### config.mk
export PLATFORM = sky130hd
export DESIGN_NAME = tqvp_bus_host
export DESIGN_NICKNAME = d
export VERILOG_FILES = /design/src/rtl/tqvp_bus_host.sv
export SDC_FILE = /design/constraint.sdc
export NUM_CORES = 1
export LEC_CHECK = 0
export BUFFER_PORTS_ARGS = -buffer_cell sky130_fd_sc_hd__buf_2
export CORE_MARGIN = 2
export CORE_UTILIZATION = 45
export DETAILED_ROUTE_END_ITERATION = 12
export HOLD_SLACK_MARGIN = 0.03
export PLACE_DENSITY_LB_ADDON = 0.08
export SYNTH_ARGS = -nofsm -noshare
export SYNTH_HDL_FRONTEND = slang
export SYNTH_SLANG_ARGS = --single-unit
### constraint.sdc
create_clock -name clk -period 1.9 [get_ports clk]
set_input_delay 0.38 -clock clk [delete_from_list [all_inputs] [get_ports clk]]
set_output_delay 0.38 -clock clk [all_outputs]
set_load 0.05 [all_outputs]
### src/rtl/tqvp_bus_host.sv
// Single-transaction bus initiator for the TinyQV peripheral data port.
// Accepts a command, issues one write or read strobe, and returns a response.
module tqvp_bus_host #(
    parameter int unsigned TIMEOUT = 64
) (
    input  logic        clk,
    input  logic        rst_n,
    input  logic        cmd_valid,
    output logic        cmd_ready,
    input  logic        cmd_write,
    input  logic [1:0]  cmd_size,
    input  logic [5:0]  cmd_addr,
    input  logic [31:0] cmd_wdata,
    output logic        rsp_valid,
    input  logic        rsp_ready,
    output logic [31:0] rsp_rdata,
    output logic        rsp_error,
    output logic        rsp_timeout,
    output logic [5:0]  bus_address,
    output logic [31:0] bus_wdata,
    output logic [1:0]  bus_write_n,
    output logic [1:0]  bus_read_n,
    input  logic [31:0] bus_rdata,
    input  logic        bus_ready
);
    localparam int unsigned   CW   = $clog2(TIMEOUT + 1);
    localparam logic [CW-1:0] LAST = CW'(TIMEOUT - 1);

    typedef enum logic [1:0] {IDLE, WRITE, READ, RESP} state_t;
    state_t r_state;
    state_t w_state_nxt;

    logic [1:0]    r_size;
    logic [CW-1:0] r_cnt;
    logic [31:0]   r_rsp_rdata;
    logic          r_rsp_error;
    logic          r_rsp_timeout;
    logic [5:0]    r_bus_address;
    logic [31:0]   r_bus_wdata;
    logic [1:0]    r_bus_write_n;
    logic [1:0]    r_bus_read_n;
    logic          w_accept;
    logic          w_illegal;

    function automatic logic [31:0] size_mask(input logic [1:0] size, input logic [31:0] data);
        case (size)
            2'b00:   return {24'h0, data[7:0]};
            2'b01:   return {16'h0, data[15:0]};
            default: return data;
        endcase
    endfunction

    always_comb begin
        w_accept    = cmd_valid && (r_state == IDLE);
        w_illegal   = (cmd_size == 2'b11)
                   || ((cmd_size == 2'b01) && cmd_addr[0])
                   || ((cmd_size == 2'b10) && (cmd_addr[1:0] != 2'b00));
        w_state_nxt = r_state;
        case (r_state)
            IDLE:    if (cmd_valid) w_state_nxt = w_illegal ? RESP : (cmd_write ? WRITE : READ);
            WRITE:   w_state_nxt = RESP;
            READ:    if (bus_ready || (r_cnt == LAST)) w_state_nxt = RESP;
            RESP:    if (rsp_ready) w_state_nxt = IDLE;
            default: w_state_nxt = IDLE;
        endcase
    end

    always_ff @(posedge clk) begin
        if (!rst_n) r_state <= IDLE;
        else        r_state <= w_state_nxt;
    end

    // Bus outputs fall back to idle every cycle; only an accept or a continuing READ re-drives them.
    always_ff @(posedge clk) begin
        if (!rst_n) begin
            r_size        <= 2'b00;
            r_cnt         <= '0;
            r_rsp_rdata   <= '0;
            r_rsp_error   <= 1'b0;
            r_rsp_timeout <= 1'b0;
            r_bus_address <= '0;
            r_bus_wdata   <= '0;
            r_bus_write_n <= 2'b11;
            r_bus_read_n  <= 2'b11;
        end else begin
            r_bus_address <= '0;
            r_bus_wdata   <= '0;
            r_bus_write_n <= 2'b11;
            r_bus_read_n  <= 2'b11;
            if (w_accept) begin
                r_size        <= cmd_size;
                r_cnt         <= '0;
                r_rsp_rdata   <= '0;
                r_rsp_error   <= w_illegal;
                r_rsp_timeout <= 1'b0;
                if (!w_illegal) begin
                    r_bus_address <= cmd_addr;
                    if (cmd_write) begin
                        r_bus_write_n <= cmd_size;
                        r_bus_wdata   <= size_mask(cmd_size, cmd_wdata);
                    end else begin
                        r_bus_read_n  <= cmd_size;
                    end
                end
            end
            if (r_state == READ) begin
                r_cnt <= r_cnt + CW'(1);
                if (bus_ready) begin
                    r_rsp_rdata <= size_mask(r_size, bus_rdata);
                end else if (r_cnt == LAST) begin
                    r_rsp_timeout <= 1'b1;
                end else begin
                    r_bus_read_n  <= r_size;
                    r_bus_address <= r_bus_address;
                end
            end
        end
    end

    assign cmd_ready   = (r_state == IDLE);
    assign rsp_valid   = (r_state == RESP);
    assign rsp_rdata   = r_rsp_rdata;
    assign rsp_error   = r_rsp_error;
    assign rsp_timeout = r_rsp_timeout;
    assign bus_address = r_bus_address;
    assign bus_wdata   = r_bus_wdata;
    assign bus_write_n = r_bus_write_n;
    assign bus_read_n  = r_bus_read_n;
endmodule

# Word level (Yosys, flattened, before mapping)
# Cells that the tools add are included.
# totals
ff_bits,87
latch_bits,0
ram_bits,0
romBits,0
output_inout_bits,78
word_cells,67
memories,0
# classes
n_addsub,1
multipliers,0
div,0
magnitude_cmp,0
n_eq_ne,12
shift,0
muxes,28
n_bitwise,3
n_reduce_logical,13
# op_table
operator,n
$pmux 32 s2,2
$mux 32,3
$mux 6,5
$mux 2,11
$mux 7,2
$eq 2x2->1 const B,4
$pmux 2 s4,1
$add 7x1->7 const B,1
$eq 7x6->1 const B,1
$eq 2x1->1 const B,3
$logic_not 2->1,3
$mux 1,4
$ne 2x2->1 const B,2
$reduce_bool 2->1,2
$reduce_or 4->1,1
$logic_and 1x1->1,3
$logic_or 1x1->1,3
$ne 3x3->1 const B,1
$not 1->1,3
$reduce_and 3->1,1
$ne 2x1->1 const B,1

# Longest topological paths before layout
# Gate-level depths: netlist of the first run.
# depth
ltp_word,9
depth_mapped,9

# Worst setup path before layout of the first run
# Ideal clock, no wire load.
# synth_path
kind,flip-flop to flip-flop
start,register r_state[0]
end,register r_bus_wdata[20] (netlist: bus_wdata[20])
setup_ns,0.059
arrival_time_ns,2.179
path_slack_ns,-0.338
stages_incl_launch_ff,7
path_buffers,1
period_less_slack_ns,2.238
path_cell_list,dfxtp_1 -> inv_1 -> ha_1 -> nand2_1 -> a2111oi_4 -> clkbuf_2 -> and3_2
# synth_between
elab_chain_len,4
# synth_rtl
item,line,text
"start, declared",30,state_t r_state;
"start signal, assigned",70,else r_state <= w_state_nxt;
$logic_not 2->1,--,
via cmd_ready,9,"output logic cmd_ready,"
$logic_and 1x1->1,54,w_accept = cmd_valid && (r_state == IDLE);
$not 1->1 (no source line),--,
$reduce_or 4->1 (no source line),--,
"end signal, assigned",100,"r_bus_wdata <= size_mask(cmd_size, cmd_wdata);"
"end, declared",39,logic [31:0] r_bus_wdata;
# The timed path passes the listed nets, and every way through them passes these cells.
# A chain may end at the register's enable or synchronous reset.

# Worst setup path in the final report of the first run
# layout_path
start,register r_cnt[1]
end,register r_state[0]
# layout_between
elab_chain_len,4
# layout_rtl
item,line,text
"start, declared",34,logic [CW-1:0] r_cnt;
"start signal, assigned",107,r_cnt <= r_cnt + CW'(1);
$eq 7x6->1,62,READ: if (bus_ready || (r_cnt == LAST)) w_state_nxt = RESP;
$logic_or 1x1->1,62,
$ne 2x2->1 (no source line),--,
$reduce_and 3->1 (no source line),--,
# Every way passes these cells.

==> results of run 1 <==
-- final cells by class --
class	instances	area, sq um	area share (%)
repair buffers	174	930.9	22.22
well taps	77	96.34	2.300
inverters	7	26.28	0.6272
clock inverters	5	40.04	0.9558
flip-flops and latches	87	1742	41.58
multi-input cells	191	1202	28.70
clock buffers	11	151.4	3.614
-- cell usage after synthesis (2+ instances only) --
cell type  count
nand3_1       10
and3_1         4
nor2_1        39
clkbuf_2       2
clkbuf_1      12
and3_2        14
a311oi_1       3
nand2_1       15
and2_1        17
a22oi_1       32
o21a_1         2
mux2i_1        3
dfxtp_1       87
nor4b_1        2
o21ai_0        6
nor3_1         2
buf_2          4
ha_1           5
a21oi_1       18
inv_1          7
o221ai_1       2
nand3b_1       2
nor2b_1        2
-- how the worst max path moves through the flow --
stage                startpoint        endpoint  slack, ns
global placement    cmd_size[0]  bus_write_n[1]       0.03
floorplan            r_state[0]   bus_wdata[20]       0.06
global route           r_cnt[0]      r_state[0]       0.01
finish                 r_cnt[1]      r_state[0]       0.12
detailed placement  cmd_size[0]    bus_wdata[8]     -0.002
CTS                  r_state[0]   rsp_rdata[13]       0.11
-- stage by stage --
step | hold WS, ns | instances | utilization (%)
finish | 0.2252 | 552 | 65.23
global route | 0.2054 | 552 | 65.23
CTS | 0.2100 | 552 | 65.19
detailed placement | 0.4464 | 536 | 62.21
global placement | 0.4357 | 536 | 62.21
floorplan | 0.4500 | 303 | -
-- power groups by stage --
stage                     Clock, mW  Combinational, mW  Sequential (mW)
after floorplan                   0              0.584             2.25
after global placement            0               1.18             2.02
after detailed placement          0               1.20             2.03
after CTS                      1.25               1.20             1.99
after global routing           1.32               1.30             2.00
final                          1.23               1.20             1.98
-- what timing repair did --
action                                 in CTS  in global routing
resized for setup                           0                  2
endpoints found under the hold margin       0                  0
setup buffers                               0                  0
setup endpoints to repair                   0                  3
-- sequential cells by signal (all words and copies together), names as in the netlist --
signal       flops
r_cnt            7
rsp_rdata       32
bus_address      6
rsp_timeout      1
r_state          2
rsp_error        1
bus_write_n      2
r_size           2
bus_wdata       32
bus_read_n       2
-- logic make-up (layout without fill, tap and decap cells) --
kind of cell,after synthesis,after routing
multiplexers,3,3
AND/OR/NAND/NOR,112,112
flip-flops,87,87
buffers and inverters,25,197
adder cells (fa/ha/maj),5,5
AO/OA/AOI/OAI,71,71
-- cells in the final DEF, fill, tap and decap left out, types with 4 or more instances in the layout --
master / Yosys / layout
buf_4: 0 / 18
and2_1: 17 / 17
a21oi_1: 18 / 17
nand2_1: 15 / 15
inv_1: 7 / 7
and3_2: 14 / 15
clkbuf_8: 0 / 11
ha_1: 5 / 4
buf_2: 4 / 155
o21ai_0: 6 / 6
a22oi_1: 32 / 32
nor2_1: 39 / 39
nand3_1: 10 / 10
dfxtp_1: 87 / 87
-- layer usage --
metal | vias up | global-route usage, %
li1 | 1393 | -
met1 | 1276 | 24.94
met2 | 93 | 33.19
met3 | 10 | 5.871
met4 | 0 | 9.235
met5 | - | 0
-- critical path, cell delays in order (launching register included) --
cell	delay (ns)
dfxtp_1	0.39
ha_1	0.22
nand3_1	0.11
o31a_1	0.35
a221oi_1	0.40
mux2i_1	0.23
==> flow_summary.json, run 1 <==
{
  "pre_cts_slack_ns": -0.002378,
  "grt_pass1_vias": 2568,
  "post_drt_wl_per_cell_um": 13.69,
  "clkPwrFrac_pct": 27.8,
  "r2r_setup_slack_ns": 0.12,
  "top_layer": "met4",
  "power.density_nw_per_um2": 1052,
  "drive_above_1_share_pct": 44.63,
  "clk_pin_slew_ns": 0.09,
  "slew_headroom_pct": 66.32,
  "area_delta_synth_final_pct": 38.40,
  "hp-class": "primary input to register",
  "switching_share_pct": 34.19,
  "vias": 2772,
  "core-area_sq_um": 6422,
  "clock_latency_ns": 0.35,
  "yosys.area_share.simple_pct": 19.35,
  "synth_top_family_by_area": "simple AND/OR/NAND/NOR gates",
  "cts-root-buf": "clkbuf_8",
  "p_sw_mw": 1.507,
  "setup_viol": 0,
  "intPower_mw": 2.900,
  "startpoint_type": "register",
  "setup_ws_ns": 0.1233,
  "seq_area_frac_synth_pct": 57.54,
  "syn_area_sq_um": 3027,
  "h-tree-depth": 3,
  "nets": 553,
  "cts.sinks": 87,
  "maxCapViolCount": 0,
  "synth_edf_count": 0,
  "max_freq_ghz": 0.5628,
  "yosys.area.top_type": "dfxtp_1",
  "grt_max_degree": 50,
  "ir_drop_uv": 547.0,
  "fill_cells": 559,
  "synthMuxAreaShare_pct": 0.9921,
  "syn-num-nets": 386,
  "grt_setup_unrepaired": "no",
  "placement.io_buffers": 155,
  "first_iter_violations": 85,
  "reg2reg_from": "r_cnt[1]",
  "die_h_um": 86.01,
  "ant_nets": 0,
  "gp_congestion": 0.7839,
  "first_pass_iters": 4,
  "yosysTopAreaCellShare_pct": 57.54,
  "dpl_cell_area_sq_um": 3995,
  "run_status": "finished, final reports clean",
  "yosys_warnings": 0,
  "synth_compound_area_share_pct": 16.70,
  "drc": 0,
  "grt_util_all_layers_pct": 20.39,
  "combPwrFrac_pct": 27.1,
  "rows": 29,
  "arrival_ns": 2.05,
  "drt-met1-wl_mm": 3.247,
  "p_total_mw": 4.407,
  "crit_required_ns": 2.17,
  "worstPathMaxFanout": 4,
  "fin_crit_sh_pct": 93.51,
  "netlist_instances": 303,
  "die_area_sq_um": 7398,
  "synth.distinct_cells": 36,
  "drv_slew": 0,
  "synth-xor-area-share_pct": 0,
  "clock_skew_ns": 0.01177,
  "antenna_found_initial": 0,
  "die_w_um": 86.01,
  "synthTopCellsByArea": "dfxtp_1 (58%), a22oi_1 (7.9%), nor2_1 (4.8%), and2_1 (3.5%), and3_2 (3.5%)",
  "cts_buffer_depth": 2,
  "worst_pin_slew_ns": 0.5051,
  "cts_tree": "done",
  "worstSetupEndpointType": "register",
  "ys_ff_latch": 87,
  "yosys_most_used_dff": "dfxtp_1",
  "period_minus_slack_ns": 1.777,
  "ios": 156,
  "numCtsBuffers": 9,
  "worstHoldPathCells": 2,
  "synth-async-reset-ratio_pct": 0,
  "wl_mm": 7.556,
  "synth_area_per_cell_sq_um": 9.989,
  "leakage_nw": 2.042,
  "hp-start": "cmd_wdata[5]",
  "r2r-end": "r_state[0]",
  "seq_power_share_pct": 45.0,
  "antenna_cells": 0,
  "dp_hpwl_mm": 5.473,
  "grt_pass1_wl_mm": 11.85,
  "final_design_area_no_fill_sq_um": 4189,
  "ctsHoldBuffers": 0,
  "vias_per_cell": 5.022,
  "setup_tns_ns": 0,
  "crit_type": "register to register",
  "rr_worst_depth": 5,
  "initial_core_util_pct": 47.13,
  "worstHoldEndpoint": "bus_wdata[5]",
  "gr-total-overflow": 0,
  "final_hold_viol_count": 0,
  "met3_length_um": 554,
  "met2_length_mm": 3.629,
  "synth_adder_area_share_pct": 2.067
}
Power figures use the tool's default switching activity.
==> run 2: changes to the inputs <==
--- a/config.mk
+++ b/config.mk
@@ -9,6 +9,7 @@
 export CORE_MARGIN = 2
 export CORE_UTILIZATION = 45
 export DETAILED_ROUTE_END_ITERATION = 12
+export GPL_TIMING_DRIVEN = 0
 export HOLD_SLACK_MARGIN = 0.03
 export PLACE_DENSITY_LB_ADDON = 0.08
 export SYNTH_ARGS = -nofsm -noshare
==> flow_summary.json, run 2 (synthesized netlist as in run 1, its figures left out) <==
{
  "run_status": "finished, final reports clean",
  "combPwrFrac_pct": 26.3,
  "wl_mm": 7.717,
  "period_minus_slack_ns": 1.808,
  "die_h_um": 86.01,
  "first_iter_violations": 129,
  "grt_pass1_wl_mm": 11.91,
  "crit_required_ns": 2.17,
  "critPathMaxStageDelay_ns": 0.38,
  "worstSetupEndpointType": "register",
  "hp-class": "primary input to register",
  "leakage_nw": 2.012,
  "grt_pass1_vias": 2623,
  "worstPathMaxFanout": 9,
  "die_w_um": 86.01,
  "core-area_sq_um": 6422,
  "fill_cells": 550,
  "area_delta_synth_final_pct": 37.91,
  "die_area_sq_um": 7398,
  "slew_headroom_pct": 60.59,
  "slowest_stage": "dfxtp_1",
  "layout_commonest_cell": "buf_2",
  "cts_tree": "done",
  "ant_nets": 0,
  "fin_crit_sh_pct": 95.13,
  "crit_chain": "ha_1, nand3_2, o31a_1, buf_2, a221oi_4, mux2i_1",
  "first_pass_iters": 4,
  "worst_pin_slew_ns": 0.5877,
  "max_freq_ghz": 0.5532,
  "grt_max_degree": 14,
  "path_delay_family": "compound AO/OA/AOI/OAI gates",
  "p_total_mw": 4.529,
  "cp.buffers_inverters": 1,
  "h-tree-depth": 3,
  "grt_util_all_layers_pct": 20.40,
  "vias": 2831,
  "clock_latency_ns": 0.35,
  "grt_setup_unrepaired": "no",
  "intPower_mw": 3.059,
  "mostFrequentLayoutCells": "buf_2 (156), dfxtp_1 (86), nor2_1 (39)",
  "power.density_nw_per_um2": 1085,
  "dp_hpwl_mm": 5.673,
  "p_sw_mw": 1.470,
  "final_hold_viol_count": 0,
  "cts_buffer_depth": 2,
  "arrival_ns": 2.07,
  "setup_tns_ns": 0,
  "drive_above_1_share_pct": 43.43,
  "reg2reg_from": "r_cnt[1]",
  "switching_share_pct": 32.45,
  "setup_viol": 0,
  "initial_core_util_pct": 47.13,
  "drc": 0,
  "dpl_cell_area_sq_um": 3911,
  "cts.sinks": 87,
  "drv_slew": 0,
  "clkPwrFrac_pct": 29.9,
  "maxCapViolCount": 0,
  "final_design_area_no_fill_sq_um": 4174,
  "antenna_cells": 0,
  "ctsHoldBuffers": 0,
  "startpoint_type": "register",
  "clk_pin_slew_ns": 0.08,
  "antenna_found_initial": 0,
  "crit_type": "register to register",
  "multiInputGateArea_sq_um": 1247,
  "ff_latch_area_sq_um": 1743,
  "numCtsBuffers": 9,
  "clock_skew_ns": 0.009297,
  "ir_drop_uv": 507.7,
  "cts-root-buf": "clkbuf_8",
  "placement.io_buffers": 155,
  "crit_path_start": "r_cnt[1]",
  "post_drt_wl_per_cell_um": 14.06,
  "ios": 156,
  "seq_power_share_pct": 43.9,
  "vias_per_cell": 5.157,
  "rows": 29,
  "gp_congestion": 0.8134,
  "gr-total-overflow": 0,
  "hp-start": "cmd_wdata[8]",
  "nets": 550
}
-- run 2: cell count changes in the layout (fill, tap and decap cells not counted), moves of 2 or more --
cell        previous run  this run
buf_4                 18         4
clkbuf_1               0        11
clkbuf_2               0         3
clkinvlp_4             3         0
bufinv_16              0         2
clkbuf_8              11         9
clkinv_2               0         2
-- run 2: stage by stage --
| stage | hold slack (ns) | instances | setup slack, ns | utilization, % |
|---|---|---|---|---|
| 2_1_floorplan | 0.4500 | 303 | 0.05887 | - |
| 3_3_place_gp | 0.4365 | 535 | -0.3743 | 60.90 |
| 3_5_place_dp | 0.4411 | 535 | -0.4120 | 60.90 |
| 4_1_cts | 0.2139 | 549 | 0.01134 | 64.68 |
| 5_1_grt | 0.2231 | 549 | 0.01243 | 64.99 |
| 6_report | 0.2257 | 549 | 0.09247 | 64.99 |
-- run 2: final timing paths --
check	to	slack, ns	cells past startpoint
min reg2reg	bus_address[5]	0.45	2
min	bus_wdata[8]	0.23	2
max reg2reg	r_state[0]	0.09	6
max	r_state[0]	0.09	6
-- run 2: power by group through the flow --
stage	clock (mW)	combinational (mW)	sequential [mW]
floorplan	0	0.584	2.25
global placement	0	1.10	2.02
finish	1.35	1.19	1.99
CTS	1.37	1.18	1.98
global route	1.43	1.29	2.00
detailed placement	0	1.12	2.03
-- run 2: worst register-to-register path, cell delays in order (launching register included) --
cell and delay, ns:
dfxtp_1 0.38, ha_1 0.22, nand3_2 0.16, o31a_1 0.30, buf_2 0.18, a221oi_4 0.25
mux2i_1 0.23
-- run 2: layout make-up --
cell class              instances  share of cell area (%)
plain buffers                  15                   1.739
well taps                      77                   2.308
multi-input cells             191                   29.89
inverters                       7                  0.6295
repair buffers                156                   18.76
clock inverters                 4                   1.679
flip-flops and latches         87                   41.76
clock buffers                  12                   3.237
-- run 2: routing by layer --
metal,vias to the layer above,part of all wire [%],global-route usage [%]
met1,1323,40,23.49
met3,8,8.7,7.122
met5,-,0,0
met2,112,50,35.52
met4,0,0.76,6.205
li1,1388,-,-
-- run 2: repair_timing --
item | 4_1_cts | 5_1_grt
pin swaps | 1 | 0
setup buffers | 1 | 0
gates resized for setup | 11 | 6
endpoints found under the hold margin | 0 | 0
endpoints found under the setup margin | 71 | 41
